==> config.mk <==
export PLATFORM = sky130hd
export DESIGN_NAME = debug_unit
export DESIGN_NICKNAME = d
export VERILOG_FILES = /design/src/rtl/debug_unit.sv
export SDC_FILE = /design/constraint.sdc
export NUM_CORES = 1
export LEC_CHECK = 0
export CAP_MARGIN = 15
export CORE_MARGIN = 2
export CORE_UTILIZATION = 40
export CTS_BUF_LIST = sky130_fd_sc_hd__clkbuf_2 sky130_fd_sc_hd__clkbuf_4 sky130_fd_sc_hd__clkbuf_8
export CTS_CLUSTER_DIAMETER = 150
export CTS_CLUSTER_SIZE = 20
export DETAILED_ROUTE_END_ITERATION = 10
export GPL_TIMING_DRIVEN = 0
export PLACE_DENSITY = 0.72
export SLEW_MARGIN = 20
export SYNTH_ARGS = -nofsm -noshare
export SYNTH_HDL_FRONTEND = slang
export SYNTH_SLANG_ARGS = --single-unit
==> constraint.sdc <==
create_clock -name i_clk -period 2.05 [get_ports i_clk]
set_input_delay 0.205 -clock i_clk [delete_from_list [all_inputs] [get_ports i_clk]]
set_output_delay 0.205 -clock i_clk [all_outputs]
set_load 0.005 [all_outputs]
==> src/rtl/debug_unit.sv <==
// Serial-link debug controller: loads instruction memory, runs/steps the pipeline, and dumps
// PC, registers and data memory. Define DEBUG_CYCLE_COUNT_EN to append an enable-cycle count.
module debug_unit #(
   parameter int unsigned        INST_SZ    = 32,
   parameter int unsigned        PC_SZ      = 32,
   parameter int unsigned        REG_SZ     = 5,
   parameter int unsigned        BYTE_SZ    = 8,
   parameter logic [INST_SZ-1:0] HALT_INSTR = 32'hFFFFFFFF
) (
   input  logic               i_clk,
   input  logic               i_reset,
   input  logic [BYTE_SZ-1:0] i_rx_data,
   input  logic               i_rx_done,
   input  logic               i_tx_done,
   output logic [BYTE_SZ-1:0] o_tx_data,
   output logic               o_tx_start,
   input  logic [PC_SZ-1:0]   i_pc,
   input  logic [INST_SZ-1:0] i_reg,
   input  logic [INST_SZ-1:0] i_mem,
   input  logic               i_halt,
   output logic [INST_SZ-1:0] o_instruction,
   output logic               o_write,
   output logic               o_enable,
   output logic [REG_SZ-1:0]  o_debug_addr,
   output logic               o_pipe_reset,
   output logic               o_busy
);

   typedef enum logic [2:0] {
      StIdle, StLoad, StRun, StStep, StDumpSet, StDumpLatch, StDumpSend, StDumpWait
   } state_t;

   localparam logic [BYTE_SZ-1:0] CmdLoad = BYTE_SZ'(8'h4C);
   localparam logic [BYTE_SZ-1:0] CmdRun  = BYTE_SZ'(8'h43);
   localparam logic [BYTE_SZ-1:0] CmdStep = BYTE_SZ'(8'h53);

   localparam logic [1:0] SecPc  = 2'd0;
   localparam logic [1:0] SecReg = 2'd1;
   localparam logic [1:0] SecMem = 2'd2;
`ifdef DEBUG_CYCLE_COUNT_EN
   localparam logic [1:0] SecCyc  = 2'd3;
   localparam logic [1:0] SecLast = SecCyc;
`else
   localparam logic [1:0] SecLast = SecMem;
`endif

   state_t             state_q;
   logic [1:0]         byte_cnt_q;
   logic [1:0]         sec_q;
   logic               settle_q;
   logic [INST_SZ-1:0] shift_q;
   logic [INST_SZ-1:0] dump_src;

   assign o_enable = ((state_q == StRun) & ~i_halt) | (state_q == StStep);
   assign o_busy   = (state_q != StIdle);

`ifdef DEBUG_CYCLE_COUNT_EN
   logic [31:0] cyc_q;

   always_ff @(posedge i_clk) begin
      if (i_reset || o_pipe_reset) begin
         cyc_q <= '0;
      end else if (o_enable && !(&cyc_q)) begin
         cyc_q <= cyc_q + 32'd1;
      end
   end
`endif

   always_comb begin
      dump_src = i_mem;
      case (sec_q)
         SecPc:   dump_src = INST_SZ'(i_pc);
         SecReg:  dump_src = i_reg;
`ifdef DEBUG_CYCLE_COUNT_EN
         SecCyc:  dump_src = INST_SZ'(cyc_q);
`endif
         default: dump_src = i_mem;
      endcase
   end

   always_ff @(posedge i_clk) begin
      if (i_reset) begin
         state_q       <= StIdle;
         byte_cnt_q    <= '0;
         sec_q         <= SecPc;
         settle_q      <= 1'b0;
         shift_q       <= '0;
         o_tx_data     <= '0;
         o_tx_start    <= 1'b0;
         o_instruction <= '0;
         o_write       <= 1'b0;
         o_debug_addr  <= '0;
         o_pipe_reset  <= 1'b0;
      end else begin
         o_write      <= 1'b0;
         o_pipe_reset <= 1'b0;
         o_tx_start   <= 1'b0;
         unique case (state_q)
            StIdle: begin
               byte_cnt_q   <= '0;
               sec_q        <= SecPc;
               settle_q     <= 1'b0;
               o_debug_addr <= '0;
               if (i_rx_done) begin
                  case (i_rx_data)
                     CmdLoad: begin
                        state_q      <= StLoad;
                        o_pipe_reset <= 1'b1;
                     end
                     // A halted pipeline must not see an enable cycle, so skip straight to the dump.
                     CmdRun:  state_q <= i_halt ? StDumpSet : StRun;
                     CmdStep: state_q <= i_halt ? StDumpSet : StStep;
                     default: state_q <= StIdle;
                  endcase
               end
            end
            StLoad: begin
               if (o_write && (o_instruction == HALT_INSTR)) begin
                  state_q <= StIdle;
               end else if (i_rx_done) begin
                  o_instruction <= {o_instruction[INST_SZ-BYTE_SZ-1:0], i_rx_data};
                  byte_cnt_q    <= byte_cnt_q + 2'd1;
                  if (byte_cnt_q == 2'd3) o_write <= 1'b1;
               end
            end
            StRun: begin
               if (i_halt) state_q <= StDumpSet;
            end
            StStep: state_q <= StDumpSet;
            StDumpSet: begin
               settle_q <= 1'b0;
               state_q  <= StDumpLatch;
            end
            StDumpLatch: begin
               if (!settle_q) begin
                  settle_q <= 1'b1;
               end else begin
                  settle_q <= 1'b0;
                  shift_q  <= dump_src;
                  state_q  <= StDumpSend;
               end
            end
            StDumpSend: begin
               o_tx_start <= 1'b1;
               o_tx_data  <= shift_q[INST_SZ-1 -: BYTE_SZ];
               state_q    <= StDumpWait;
            end
            StDumpWait: begin
               if (i_tx_done) begin
                  shift_q    <= shift_q << BYTE_SZ;
                  byte_cnt_q <= byte_cnt_q + 2'd1;
                  if (byte_cnt_q != 2'd3) begin
                     state_q <= StDumpSend;
                  end else if (sec_q == SecPc) begin
                     sec_q   <= SecReg;
                     state_q <= StDumpSet;
                  end else if ((sec_q == SecReg) || (sec_q == SecMem)) begin
                     // Address wrap ends the section and leaves o_debug_addr back at 0.
                     o_debug_addr <= o_debug_addr + 1'b1;
                     if (&o_debug_addr) begin
                        if (sec_q == SecLast) begin
                           state_q <= StIdle;
                        end else begin
                           sec_q   <= sec_q + 2'd1;
                           state_q <= StDumpSet;
                        end
                     end else begin
                        state_q <= StDumpSet;
                     end
                  end else begin
                     state_q <= StIdle;
                  end
               end
            end
            default: state_q <= StIdle;
         endcase
      end
   end

endmodule

==> results.txt, run 1 <==
The fraction of the mapped netlist area in simple logic gates was 0.2456. The number of H-tree levels came out at 3. In this run the count of I/O pins placed on the die edge is 159. STA classifies the critical path endpoint as a flop.

The post-synthesis compound-gate area fraction is 0.1987, and the part of the total power dissipated in the clock network is 0.366. For the row count, the log shows 38. The congestion estimate from routability-driven global placement came to 0.8664.

The final hold violation count is 0. The die boundary height is 110.4 um. The internal power component came out at 2.587 mW.

The floorplan step defined a core boundary enclosing 10940 sq um. The run gives 2240 ps as the data arrival time at the worst-slack endpoint. The logs give 0.4141 for the starting density of the core and 16 for the maximum number of pins on one net before global-route repair.

TritonCTS created 9 clock buffers. The area growth from synthesis to layout is 45.65%. After clock tree synthesis, the clock-pin slew on the worst setup and hold paths is 90 ps. IR analysis of the VDD net gives a maximum drop of 0.2673 mV. The fraction of synthesized cell area in xor and xnor cells is 0.005803. The tools report the capture point of the critical path as shift_q[19]. The tools report the final net count as 827. In the routed design, unresolved DRC markers number 0.

The setup slack on the worst flop-to-flop path was 110 ps; the final-layout worst hold slack was 412.3 ps. The analysis attributes to net switching a power of 0.8030 mW. After legalization and detailed placement, the total HPWL measured 11170 um.

The completed layout was analyzed and its total power is 3.390 mW. In this run the worst path has a maximum fanout of 10. Net switching share of the total power: 0.2369. Proportion of synthesized chip area in sequential cells: 0.3891. Synthesis produced a netlist with a net count of 658. TritonCTS built the clock tree. Summed over all layers, the global routing overflow is 0. The sequential cell fraction of total power is 0.506, and the max-slew violation count is 0.

The clock drives 88 sinks. The layout cell share with drive strength beyond 1 is 0.09650. In this design, the stage delay of the slowest critical-path cell is 410 ps. Tightest slew margin relative to the limit: 0.6559. Clock tree synthesis selected as its root buffer the cell clkbuf_8.

For the worst flop-to-flop path, the logic depth is 9. The number of global-route vias before repair was 4639; the count of input and output buffers was 157. After the first detailed-routing iteration, the DRC count stood at 290.

Based on the critical path, the design can be clocked at up to 514.4 MHz. For the worst setup path, the data required time is 2350 ps. The total track usage came out at 0.2331. After detailed routing, the number of vias per cell comes to 5.547. For the total cell area at the placement stage, the log shows 6275 sq um. The die covers 12190 sq um.

The post-synthesis instance area was 4528 sq um. The reg-to-reg critical path startpoint was sec_q[1]. Counting flops and latches in the post-synthesis netlist gives 88. The tools report the wire length of the first global-routing pass as 22130 um. The number of max-cap violations is 0. Traced cell by cell, the critical path runs through inv_1 > ha_1 > buf_2 > nor2_4 > clkbuf_4 > nand2_1 > a311oi_1 > a21oi_1 > nor2_1. The end-of-flow core utilization was 0.6031.

The run finished with clean final reports. In this run the worst setup path begins at sec_q[1]. Setup repair after global routing left no endpoint under its margin.

The endpoint identified for the worst register-to-register timing path is shift_q[19]. Power spread over the standard cell area amounts to 514.0 nW/um^2. Among all stages on the critical path, the largest delay is contributed by dfxtp_1. 0 antenna diodes ended up in the layout.

The post-route clock period utilization was 0.9483; the remaining antenna violation count was 0. The tools report the combinational share of power as 0.127. For the sum of routed wire length over all layers, the log shows 14220 um.

The cell count after synthesis came out at 541. Setup violations remaining at the end of the flow were counted as 0. The clock passes through at most 2 buffers. The routed layout has 4743 vias.

The initial antenna violation count is 0, and the final period demand of the worst path is 1944 ps. The first detailed-routing pass took 6 iterations. The clock tree skew after final layout was 12.22 ps; the leakage power of the design was 2.550 nW. The source-to-sink clock delay at the later pin of the worst-skew pair was 360 ps; the average routed wire per standard cell was 16.63 um. The final non-filler cell area was 6595 sq um. For the final routed database, the setup TNS stands at 0 ps. The largest family of logic cells by synthesized area is simple AND/OR/NAND/NOR gates. The die outline width works out to 110.4 um.

STA classifies the critical path startpoint as a flop. The tools report the total number of yosys warnings as 0. The min-delay analysis places its worst path in the category in -> reg.

The adder and majority gate portion of the synthesized area came out at 0.02211. The fill cell instance count of the final layout came out at 1007. The worst setup path is of the reg -> reg kind.

In this run the mean area of a mapped cell was 8.370 sq um. Multiplexer fraction of the synthesized cell area: 0.08400. For the pin with the worst max-slew slack, the measured transition is 516.1 ps. The number of distinct standard cells referenced by the synthesized netlist came out at 47.
## cells in the final DEF (no fill, tap or decap), drive strengths merged, types with 8 or more instances in the layout
cell,n
buf,20
mux2i,38
o21ai,22
a21oi,48
ha,8
nand3,12
nand2b,40
clkdlybuf4s50,156
a311oi,24
clkbuf,35
nand2,41
nor2b,9
dfxtp,88
a22oi,32
nand4,14
nor2,78
## how the worst min path moves through the flow
stage                       start           endpoint  cells past startpoint
floorplan            i_rx_data[6]   o_instruction[6]                      2
global placement    byte_cnt_q[1]      byte_cnt_q[1]                      2
detailed placement     shift_q[9]         shift_q[9]                      2
CTS                       i_reset  o_instruction[24]                      4
global route              i_reset  o_instruction[24]                      4
finish                    i_reset  o_instruction[24]                      4
## area by class of cell
class | instances | area, sq um | share of cell area
multi-input cells | 403 | 2592 | 0.3931
flip-flops and latches | 88 | 1763 | 0.2673
repair buffers | 159 | 1589 | 0.2409
plain buffers | 43 | 247.7 | 0.03756
well taps | 140 | 175.2 | 0.02656
clock buffers | 10 | 137.6 | 0.02087
clock inverters | 6 | 67.56 | 0.01024
inverters | 6 | 22.52 | 0.003415
## metal layers
metal	vias up	track usage	part of all wire
met1	2217	0.2900	0.42
met4	0	0.08661	0.026
met5	-	0	0
li1	2284	-	-
met3	37	0.04527	0.063
met2	205	0.3992	0.49
## logic make-up after synthesis
group | after synthesis
AOI/OAI and AO/OA | 136
muxes | 38
buffers and inverters | 50
DFF | 88
and+or+nand+nor | 218
adders and majority gates | 8
xor gates and xnor gates | 3
## what timing repair did
item,CTS,global route
hold buffers,0,0
resized for setup,12,26
endpoints found under the setup margin,32,35
setup buffers,0,2
pin swaps,0,2
## state kept, by name, summed over array words and instances (netlist names)
name,flops
o_debug_addr,5
o_instruction,32
o_tx_start,1
o_tx_data,8
settle_q,1
o_pipe_reset,1
byte_cnt_q,2
o_write,1
state_q,3
sec_q,2
shift_q,32
## stage by stage
stage | setup WS (ps) | std cells
after floorplan | 251.3 | 541
after global placement | -135.2 | 838
after detailed placement | -215.2 | 838
after CTS | 7.060 | 854
after global routing | 0.9459 | 855
final | 106.1 | 855
## synth_stat cells (all sizes together)
cell type | number | area (sq um)
a21boi | 1 | 18.77
a31oi | 1 | 6.260
a211o | 1 | 8.760
xor2 | 2 | 17.52
buf | 18 | 127.6
nand3b | 1 | 7.510
nand2 | 41 | 153.9
nand4 | 14 | 87.58
nor4b | 1 | 8.760
clkbuf | 26 | 97.59
a41oi | 2 | 17.52
or4b | 1 | 10.01
a2bb2oi | 2 | 23.77
nand3 | 12 | 65.06
nor3b | 2 | 15.01
o21ai | 22 | 110.1
nor4 | 4 | 25.02
ha | 8 | 100.1
dfxtp | 88 | 1762
nand2b | 40 | 250.2
and3 | 5 | 31.28
or4 | 1 | 7.510
inv | 6 | 22.52
nor2b | 9 | 56.30
a22oi | 32 | 240.2
a311oi | 24 | 210.2
mux2i | 38 | 380.4
nor2 | 78 | 302.8
a32o | 1 | 10.01
a21oi | 48 | 240.2
xnor2 | 1 | 8.760
a21o | 1 | 7.510
o22ai | 1 | 6.260
and4 | 1 | 8.760
nor4bb | 1 | 10.01
nor3 | 5 | 40.04
nand4b | 2 | 32.53
## power groups by stage
stage / sequential [mW] / combinational, mW / clock [mW]
CTS: 1.72 / 0.420 / 1.26
global route: 1.72 / 0.458 / 1.34
global placement: 1.76 / 0.411 / 0
finish: 1.72 / 0.431 / 1.24
detailed placement: 1.76 / 0.416 / 0
floorplan: 1.76 / 0.152 / 0
## critical path, delay by kind of cell (launching register included)
kind                     cells  cell delay (ps)
AO/OA/AOI/OAI                2              440
adder cells (fa/ha/maj)      1              180
buffers and inverters        3              500
flip-flops                   1              410
AND/OR/NAND/NOR              3              320
(Power assumes the default switching activity.)
==> run 2: changes to the inputs <==
--- a/config.mk
+++ b/config.mk
@@ -7,13 +7,13 @@
 export LEC_CHECK = 0
 export CAP_MARGIN = 15
 export CORE_MARGIN = 2
-export CORE_UTILIZATION = 40
+export CORE_UTILIZATION = 47
 export CTS_BUF_LIST = sky130_fd_sc_hd__clkbuf_2 sky130_fd_sc_hd__clkbuf_4 sky130_fd_sc_hd__clkbuf_8
 export CTS_CLUSTER_DIAMETER = 150
 export CTS_CLUSTER_SIZE = 20
 export DETAILED_ROUTE_END_ITERATION = 10
 export GPL_TIMING_DRIVEN = 0
-export PLACE_DENSITY = 0.72
+export PLACE_DENSITY = 0.83
 export SLEW_MARGIN = 20
 export SYNTH_ARGS = -nofsm -noshare
 export SYNTH_HDL_FRONTEND = slang
==> results.txt, run 2 (same netlist as run 1, synthesis figures left out) <==
The count of input and output buffers is 157 (unchanged), and the post-route clock period utilization is 0.9581 (+0.009879). The logs give 509.1 MHz (-1.0%) for the maximum clock frequency and 0.2779 (+0.04486) for the total track usage. The area enclosed by the die boundary was 10440 sq um (-14%); the max-slew violation count was 0 (unchanged). The clock sink count came out at 88 (unchanged). The detailed-route DRC error count came out at 0 (unchanged). The clock tree skew after final layout is 11.24 ps (-0.9751 ps).

The number of placed cells counting well taps came out at 827 (-1.3%). In the layout the commonest cells are clkdlybuf4s50_1, dfxtp_1, nor2_1. Weighted congestion at the end of routability-driven global placement: 0.9716 (+12%). The path class of the tightest hold or removal check is in -> reg. The tools report the maximum number of pins on one net before global-route repair as 17 (+1).

Overflow left after global routing: 0 (unchanged). TritonCTS built the clock tree. The remaining antenna violation count is 0 (unchanged). The area growth from synthesis to layout is 44.13%. By startpoint and endpoint, the worst setup path is classified as reg -> reg. The clock-pin slew on the worst setup and hold paths came out at 90 ps (about the same). The run gives 353 (+22%) as the initial detailed-routing violation count.

The tools report the source-to-sink clock delay at the later pin of the worst-skew pair as 360 ps (about the same). Final period demand of the worst path: 1964 ps (+20.25 ps). The logs give 9284 sq um (-15%) for the area of the core and 159 (unchanged) for the number of primary I/O pins. The count of vias placed by the detailed router is 4844 (+2.1%).

The type of origin of the critical path is a flop. The worst-path maximum fanout was 5 (-5). The kind of capture point of the worst setup path is a flop. For the final net count, the log shows 827 (unchanged). The die outline width was 102.2 um (-7.5%); the transition time of the tightest slew-check pin was 574.7 ps (+58.59 ps). The run gives 0 (unchanged) as the final hold violation count. Die boundary height: 102.2 um (-7.5%). The layout cell share with drive strength beyond 1 is 0.09231 (-0.004196), and the data arrival time at the worst-slack endpoint is 2250 ps (about the same).

The final non-filler cell total came out at 844 (-1.3%). The tree is rooted in a clkbuf_8. The tools report the wire length of the first global-routing pass as 22940 um (+3.7%). The number of H-tree levels is 3 (unchanged).

The end-of-flow core utilization was 0.7030 (+0.09988); the total of hold buffers inserted after clock tree synthesis was 0 (unchanged). Required time reported for the critical path endpoint: 2340 ps (about the same). The average routed wire per standard cell came out at 17.26 um (+3.8%). The average vias per placed instance is 5.739 (+3.5%), and the number of diodes is 0 (unchanged).

The number of buffers on the longest clock path is 2 (unchanged). The run gives 0 (unchanged) as the number of max-cap violations. The power density over cell area came out at 502.3 nW/um^2 (-2.3%). The logs give 2.498 nW (-2.1%) for the leakage power of the design and 0.2735 mV (+2.3%) for the peak ir drop on the vdd network. The run gives 0.4877 (+0.07366) as the starting density of the core. The run gives 0.6169 (-0.03906) as the tightest slew margin relative to the limit. The initial antenna violation count is 0 (unchanged).

The tools report the number of global-route vias before repair as 4835 (+4.2%). The total iterations of the first detailed-routing run came out at 5 (-1). The run gives 35 (-7.9%) as the row count. In the final layout, the registers with the most flip-flops are o_instruction: 32 flops, shift_q: 32 flops, o_tx_data: 8 flops.

The run finished with clean final reports. The library cell used most frequently in the layout, excluding fill and tap cells, is clkdlybuf4s50_1. The total half-perimeter wirelength after legalization and detailed placement was 11200 um (+0.33%); the sum of routed wire length over all layers was 14570 um (+2.4%).

The number of clock buffers inserted by TritonCTS was 9 (unchanged); the setup violation total in the final timing report was 0 (unchanged).
[run 2: changes by cell type in the layout (fill, tap and decap cells not counted), sizes merged]
| cell | previous run | this run |
|---|---|---|
| clkinvlp | 2 | 3 |
| bufinv | 1 | 0 |
| clkbuf | 35 | 34 |
| inv | 7 | 8 |
| dlygate4sd2 | 0 | 1 |
| dlymetal6s2s | 1 | 0 |
[run 2: timing repair]
item,CTS,global route
hold endpoints to repair,0,0
pin swaps,0,2
gates resized for setup,12,21
endpoints found under the setup margin,32,33
setup buffers,0,2
[run 2: cell type report]
class / instances / area, sq um
flip-flops and latches: 88 / 1764
inverters: 6 / 22.52
well taps: 129 / 161.4
repair buffers: 159 / 1585
multi-input cells: 403 / 2570
fillers: 750 / 2758
clock inverters: 7 / 53.80
clock buffers: 9 / 123.9
plain buffers: 43 / 245.2
[run 2: where the power goes]
group | switching [mW] | total (mW) | internal (mW)
registers | 0.00355 | 1.72 | 1.71
logic | 0.165 | 0.438 | 0.272
clock network | 0.676 | 1.12 | 0.449
[run 2: critical path, cell delays in order (launching register included)]
cell and delay, ps:
dfxtp_1 440, ha_1 200, and3_1 170, ha_1 190, nor2_1 50, nor3_1 180, a41oi_1 250, a211o_1 290
a21oi_1 130
[run 2: per-stage QoR]
step	TNS (ps)	hold WS (ps)	power (mW)	setup WS (ps)	area, sq um
2_1_floorplan	0	360.7	1.908	251.3	4528
3_3_place_gp	-1420	467.0	2.165	-139.3	6261
3_5_place_dp	-3400	481.4	2.174	-248.7	6261
4_1_cts	0	428.1	3.264	4.559	6460
5_1_grt	-89.30	475.7	3.379	-60.80	6526
6_report	0	447.1	3.278	85.81	6526
[run 2: path summary, 6_finish.rpt]
| path | to | startpoint | slack [ps] | cells past startpoint |
|---|---|---|---|---|
| max | sec_q[0] | o_debug_addr[0] | 90 | 8 |
| min | o_instruction[5] | i_rx_data[5] | 450 | 3 |
| max reg2reg | sec_q[0] | o_debug_addr[0] | 90 | 8 |
| min reg2reg | shift_q[31] | shift_q[31] | 510 | 2 |
[run 2: routing by layer]
metal	vias to the layer above	wire length (um)	global-route usage
li1	2275	-	-
met1	2288	5846	0.3414
met2	243	7325	0.4858
met3	38	967	0.04583
met4	0	427	0.1108
met5	-	0	0
